[src/rtl/en_param.sv]
// Stochastic equality node of degree D with a circular edge memory (EM),
// registered output, INIT-phase EM load and a consecutive-hold stall detector.
module en_param #(
  parameter int D        = 6,
  parameter int EM_S     = 8,
  parameter int AW       = 3,
  parameter int STALL_TH = 16,
  parameter int D_EN     = 1
) (
  input  logic          CLK_D2S,
  input  logic          RST_N,
  input  logic          INIT,
  input  logic          c,
  input  logic [D-2:0]  R,
  input  logic [AW-1:0] EM_SEL,
  output logic          Q,
  output logic          U,
  output logic          READY,
  output logic          STALL
);

  localparam logic [AW:0] FULL = (AW+1)'(EM_S);
  localparam logic [7:0]  TH   = 8'(STALL_TH);

  typedef enum logic [1:0] {IDLE, FILL, RUN} state_t;

  state_t          state, state_nx;
  logic [EM_S-1:0] em, em_nx;
  logic [AW-1:0]   wp, wp_nx, wr_addr;
  logic [AW:0]     fcnt, fcnt_nx, cnt_base;
  logic [7:0]      hcnt, hcnt_nx;
  logic            q_nx, u_nx, ready_nx, stall_nx;
  logic [D-1:0]    vec;
  logic            nh;

  // D_EN only shapes the behavioural output delay; the synthesised Q is undelayed.
  logic unused_den;
  assign unused_den = (D_EN != 0);

  assign vec = {R, c};
  assign nh  = (&vec) | ~(|vec);

  always_comb begin
    state_nx = state;
    em_nx    = em;
    wp_nx    = wp;
    fcnt_nx  = fcnt;
    hcnt_nx  = hcnt;
    q_nx     = Q;
    u_nx     = U;
    ready_nx = READY;
    wr_addr  = '0;
    cnt_base = '0;

    if (INIT) begin
      // Any INIT cycle outside FILL is a rising edge: restart from EM[0].
      state_nx = FILL;
      wr_addr  = (state == FILL) ? wp : '0;
      cnt_base = (state == FILL) ? fcnt : '0;
      em_nx[wr_addr] = c;
      wp_nx    = wr_addr + 1'b1;
      fcnt_nx  = (cnt_base == FULL) ? cnt_base : cnt_base + 1'b1;
      ready_nx = (fcnt_nx == FULL);
      q_nx     = c;
      u_nx     = 1'b1;
      hcnt_nx  = '0;
    end else if (state != IDLE) begin
      state_nx = RUN;
      if (nh) begin
        em_nx[wp] = c;
        wp_nx     = wp + 1'b1;
        q_nx      = c;
        u_nx      = 1'b1;
        hcnt_nx   = '0;
      end else begin
        q_nx = em[EM_SEL];
        u_nx = 1'b0;
        if (hcnt != 8'hFF) hcnt_nx = hcnt + 1'b1;
      end
    end else begin
      q_nx = 1'b0;
      u_nx = 1'b0;
    end

    stall_nx = (hcnt_nx >= TH);
  end

  always_ff @(posedge CLK_D2S or negedge RST_N) begin
    if (!RST_N) begin
      state <= IDLE;
      em    <= '0;
      wp    <= '0;
      fcnt  <= '0;
      hcnt  <= '0;
      Q     <= 1'b0;
      U     <= 1'b0;
      READY <= 1'b0;
      STALL <= 1'b0;
    end else begin
      state <= state_nx;
      em    <= em_nx;
      wp    <= wp_nx;
      fcnt  <= fcnt_nx;
      hcnt  <= hcnt_nx;
      Q     <= q_nx;
      U     <= u_nx;
      READY <= ready_nx;
      STALL <= stall_nx;
    end
  end

endmodule
[config.mk]
export PLATFORM = sky130hd
export DESIGN_NAME = en_param
export DESIGN_NICKNAME = d
export VERILOG_FILES = /design/src/rtl/en_param.sv
export SDC_FILE = /design/constraint.sdc
export NUM_CORES = 1
export LEC_CHECK = 0
export CAP_MARGIN = 20
export CORE_ASPECT_RATIO = 1.25
export CORE_MARGIN = 2
export CORE_UTILIZATION = 50
export DETAILED_ROUTE_END_ITERATION = 6
export GPL_TIMING_DRIVEN = 0
export PLACE_DENSITY = 0.75
export SETUP_SLACK_MARGIN = 0.5
export SYNTH_ARGS = -nofsm -noshare
export SYNTH_HDL_FRONTEND = slang
export SYNTH_SLANG_ARGS = --single-unit
[constraint.sdc]
create_clock -name CLK_D2S -period 1.7 [get_ports CLK_D2S]
set_input_delay 0.51 -clock CLK_D2S [delete_from_list [all_inputs] [get_ports CLK_D2S]]
set_output_delay 0.51 -clock CLK_D2S [all_outputs]
set_load 0.01 [all_outputs]
# == Word-level counts from Yosys, hierarchy flattened ==
# Cells that the tools add are included.
# word_totals
reg_bits,29
inputBits,12
wordCells,62
# classes
addsub,4
magnitude_cmp,6
eq_ne,4
muxes,29
bitwise,2
n_reduce_logical,8
# ops
cell,count
8-bit 2-to-1 mux,7
8-bit bitwise mux,2
"3-bit by 4-bit less-than comparator with 1-bit output, second input constant",3
3-bit 2-to-1 mux,4
1-bit 2-to-1 mux,9
"8-bit by 1-bit adder with 8-bit output, second input constant",1
"4-bit == test, second input constant",2
"8-bit by 5-bit greater-or-equal comparator with 1-bit output, second input constant",1
4-bit 2-to-1 mux,2
"8-bit != test, second input constant",1
"3-bit by 1-bit adder with 3-bit output, second input constant",2
1-bit demux with 3-bit select,2
"3-bit by 1-bit greater-or-equal comparator with 1-bit output, second input constant",2
6-bit AND reduction,1
2-bit nonzero test,3
6-bit OR reduction,1
"4-bit by 1-bit adder with 4-bit output, second input constant",1
2-bit 2-to-1 mux,2
1-bit binary-select mux with 3-bit select,1
"2-bit by 1-bit == test with 1-bit output, second input constant",1
1-bit logical AND,2
2-bit AND reduction,1
1-bit inverter,1
1-bit bitwise OR,1

# == Depth between registers and ports, before layout ==
# logic_depth
depth_word,8
ltp_mapped,9
depth_no_buf,9

# == Least setup slack after synthesis ==
# No wires, ideal clock.
# synth_timing
kind,input to register
start,input R[1]
end,register em[4]
setup_ps,128
arrival_ps,1541
path_slack_ps,31
path_stages,6
n_path_buf,1
path_cell_list,nor4_2 nand2_1 a21oi_2 buf_6 o2111ai_1 mux2_1
# synth_between
elab_chain_cells,5
# synth_rtl
element,line_no,source
start: declaration,14,"input logic [D-2:0] R,"
6-bit OR reduction,41,assign nh = (&vec) | ~(|vec);
1-bit inverter,41,
1-bit bitwise OR (*),41,
2-bit nonzero test (no source line) (*),-,
2-bit AND reduction (no source line) (*),-,
end signal: assignment,101,em <= em_nx;
end: declaration,28,"logic [EM_S-1:0] em, em_nx;"
# Every way passes the cells marked *; elsewhere a longest branch is shown, timed or not.
# A chain may end at the register's enable or synchronous reset.

# == Worst setup path after layout ==
# layout_timing
start,register state[1]
end,register READY
# layout_between
elab_chain_cells,5
# layout_rtl
element,line_no,source
start: declaration,27,"state_t state, state_nx;"
start signal: assignment,100,state <= state_nx;
2-bit by 1-bit == test with 1-bit output (*),59,cnt_base = (state == FILL) ? fcnt : '0;
4-bit 2-to-1 mux (*),59,
4-bit by 1-bit adder with 4-bit output or 4-bit == test (tied branches),62,fcnt_nx = (cnt_base == FULL) ? cnt_base : cnt_base + 1'b1;
4-bit 2-to-1 mux (*),62,
4-bit == test (*),63,ready_nx = (fcnt_nx == FULL);
end signal: assignment,107,READY <= ready_nx;
end: declaration,18,"output logic READY,"
# Marks and branches as above.

==> results.cfg <==
[critical_path]
critical_path.max_stage_delay_ns = 0.40
worst_reg2reg_path_length_in_cells = 9
setup.worst_path.end = READY$_DFFE_PN0P_
r2r-end = READY$_DFFE_PN0P_
cp-end-kind = flip-flop
start_kind = flip-flop
timing.critical_path.fanout_max = 5
worst-path-buf-inv = 1
critical_path_required_ns = 1.94
cp_top_family = simple AND/OR/NAND/NOR gates
regToRegSetupSlack_ns = -0.007
crit_path_cell_trace = and2b_2 -> and2_4 -> inv_4 -> ha_4 -> nand2_4 -> nor2_2 -> a21oi_1 -> o21ai_1 -> a22o_1
worst_path_max_delay_cell = sky130_fd_sc_hd__dfrtp_1
crit_start = state[1]$_DFFE_PN0N_
number_of_logic_stages_on_the_critical_path_including_buffering = 9
ff_to_ff_start = state[1]$_DFFE_PN0N_
worst-endpoint-arrival_ns = 1.95
timing.setup.critical_path_class = reg -> reg

[sta]
worstMarginPinSlew_ns = 0.588
clock_skew_ns = 0.0141
max_freq_mhz = 586
fin_crit_ns = 1.71
setup-violations-final = 1
finalHoldWorstSlack_ns = 0.521
rsz0062_at_grt = true
finalHoldViolations = 0
maxSlewViolCount = 0
fin_crit_sh_pct = 100
fin_ws_ns = -0.00728
timing.max_slew.rel_slack_pct = 60.6

[placement]
dp.final_hpwl_um = 2440
pre_cts_slack_ns = -0.616
dp_cells = 205
port_buffers = 15
finalWeightedCongestion = 0.769

[synth]
yosys.cell_count.top_type = sky130_fd_sc_hd__dfrtp_1
synth_top_cell_area_share_pct = 46.2
mappedNetlistNets = 169
synthesis.instances = 153
ys.flop_type = sky130_fd_sc_hd__dfrtp_1
yosys.cell_types.count = 40
synth.cell_area_sq_um = 1570
asyncSetResetFlopFracSynth_pct = 100
synthesis.yosys.warnings = 0
yosysTopAreaCell = sky130_fd_sc_hd__dfrtp_1
seq_area_frac_synth_pct = 46.2
post_synth.cell_area_avg_sq_um = 10.3
synth_edf_count = 0
postSynthRegisterBits = 29
post_synth_top_cells = 29 x sky130_fd_sc_hd__dfrtp_1, 16 x sky130_fd_sc_hd__nor2_1, 12 x sky130_fd_sc_hd__nand2_1, 12 x sky130_fd_sc_hd__o21ai_0, 8 x sky130_fd_sc_hd__inv_1
synthTopCellsByArea = sky130_fd_sc_hd__dfrtp_1 46%, sky130_fd_sc_hd__mux2_2 5.0%, sky130_fd_sc_hd__o21ai_0 3.8%

[pwr]
power_frac_seq_pct = 44.1
power_report.internal_total_mw = 1.50
netSwitchingFraction_pct = 33.5
ir_drop_worst_case_vdd_uv = 722
power_density_over_cell_area_nw_per_um2 = 916
power.share.clock_pct = 21.9
power.total_mw = 2.25
p_switching_uw = 755
cellLeakagePower_nw = 1.02
power.combinational.fraction_pct = 34.0

[routing]
drcViolationCount = 0
drt_pass1_iterations = 4
viasPerCell = 6.20
routedWlPerCell_um = 20.9
detail_route.iter0.violations = 51
antenna_left = 0
vias = 1451
finalWirelength_um = 4890

[floorplanning]
floorplan.initialDensity_pct = 52.8
die_area_sq_um = 3610
core-area_sq_um = 2970
placementRows = 22
pin_count = 16
x_dimension_of_the_die_um = 54.1
die_height_um = 66.7

[clock_network]
clk_latency_ns = 0.34
clock_tree.buffer_depth = 2
cts_tree = done
cts_htree_levels = 2
clock-root-buffer = sky130_fd_sc_hd__clkbuf_4
tritoncts.num_buffers = 5
clock_sink_count = 29
path_clk_slew_ns = 0.10
hold_buffer_count_at_cts = 0

[global_routing]
remaining_overflow_grt = 0
grt_antenna_before_repair = 0
first_pass_grt_wire_length_um = 6510
pin_count_of_the_biggest_net_entering_global_routing = 21
via_count_of_the_first_global_routing_pass = 1399
grt_use_total_pct = 26.0

[layout]
syn2layout_area_growth_pct = 56.5
drive_gt1_share_pct = 57.6
seqCellArea_sq_um = 728
fillers = 153
num-nets-final = 213
multiInputGateArea_sq_um = 1200
antenna_cells_inserted = 0
layoutNonFillerInstCount = 234

[worst_hold_path]
worstHoldPathType = reg -> reg

[flow_run]
maxcap_violations = 0

[status]
status = finished, violations left
failed_checks = negative setup slack
area by class of cell:
| class | instances | share of cell area, % |
|---|---|---|
| repair buffers | 37 | 13.1 |
| clock buffers | 7 | 2.65 |
| inverters | 8 | 1.43 |
| clock inverters | 1 | 0.204 |
| plain buffers | 6 | 2.44 |
| multi-input cells | 110 | 48.7 |
| flip-flops and latches | 29 | 29.6 |
| well taps | 36 | 1.83 |
layer usage:
metal | share of wire [%] | track usage, % | up-vias
li1 | - | - | 648
met1 | 36 | 27.3 | 731
met2 | 56 | 46.8 | 53
met3 | 5.1 | 6.50 | 19
met4 | 3.2 | 11.3 | 0
met5 | 0 | 0 | -
worst min-delay path by stage:
stage / startpoint / end / slack [ns] / cells after the start
floorplan: RST_N / Q$_DFF_PN0_ / 0.21 / 0
global placement: em[3]$_DFFE_PN0P_ / em[3]$_DFFE_PN0P_ / 0.47 / 1
detailed placement: em[4]$_DFFE_PN0P_ / em[4]$_DFFE_PN0P_ / 0.50 / 1
CTS: RST_N / wp[2]$_DFFE_PN0P_ / 0.53 / 1
global route: RST_N / wp[2]$_DFFE_PN0P_ / 0.55 / 1
finish: READY$_DFFE_PN0P_ / READY$_DFFE_PN0P_ / 0.52 / 1
metrics by stage:
stage / utilization, % / area, sq um / TNS [ns]
floorplan: - / 1640 / 0
global placement: 61.7 / 1830 / -19.27
detailed placement: 62.6 / 1860 / -10.21
CTS: 73.4 / 2180 / 0
global route: 82.7 / 2460 / -0.189
finish: 82.7 / 2460 / -0.00728
worst register-to-register path, delay by kind of cell, from the launching register on:
kind	cells	cell delay [ns]
fa+ha+maj	1	0.16
compound gates	3	0.38
flops	1	0.40
buf+inv	1	0.04
simple gates	4	0.62
cells by family (layout without fill, tap and decap cells):
| family | Yosys count | count (layout) | share of synthesized area [%] |
|---|---|---|---|
| adder cells (fa/ha/maj) | 4 | 4 | 3.19 |
| AO/OA/AOI/OAI | 35 | 35 | 15.3 |
| multiplexers | 16 | 16 | 12.6 |
| AND/OR/NAND/NOR | 51 | 51 | 16.4 |
| buffers and inverters | 14 | 59 | 4.06 |
| XOR/XNOR | 4 | 4 | 2.23 |
| flip-flops | 29 | 29 | 46.2 |
cell usage in the layout (no fill, tap or decap), drive strengths merged:
| cell type | count |
|---|---|
| nor4b | 1 |
| a32o | 2 |
| nor4 | 2 |
| mux2i | 4 |
| a21oi | 4 |
| ha | 4 |
| or2 | 1 |
| nand2 | 12 |
| xnor2 | 2 |
| o21ai | 12 |
| a311oi | 1 |
| o31ai | 2 |
| a211oi | 1 |
| dfrtp | 29 |
| dlygate4sd2 | 4 |
| buf | 35 |
| nor2 | 16 |
| mux2 | 10 |
| nand2b | 2 |
| a22o | 1 |
| and2 | 2 |
| a41oi | 1 |
| o211ai | 5 |
| inv | 8 |
| clkinv | 1 |
| clkdlybuf4s50 | 2 |
| mux4 | 2 |
| o2111ai | 4 |
| a31oi | 1 |
| nor3 | 4 |
| xor2 | 2 |
| and3 | 2 |
| o22a | 1 |
| nand3 | 6 |
| and4 | 1 |
| nand4b | 1 |
| and2b | 1 |
| clkbuf | 9 |
power by group through the flow:
stage / sequential, mW / clock, mW / combinational [mW]
3_5_place_dp: 0.955 / 0 / 0.437
2_1_floorplan: 0.918 / 0 / 0.302
4_1_cts: 0.957 / 0.496 / 0.583
6_report: 0.992 / 0.493 / 0.766
5_1_grt: 1.00 / 0.529 / 0.804
3_3_place_gp: 0.936 / 0 / 0.401
repair_timing:
action | in CTS | in global routing
buffers inserted | 15 | 3
gates cloned | 1 | 2
setup endpoints to repair | 32 | 31
pin swaps | 14 | 7
gates resized for setup | 83 | 54
sequential cells by signal (all words and copies together) (netlist names):
register / cells
STALL: 1
fcnt: 4
state: 2
hcnt: 8
wp: 3
em: 8
Q: 1
U: 1
READY: 1
Power figures use the tool's default switching activity.
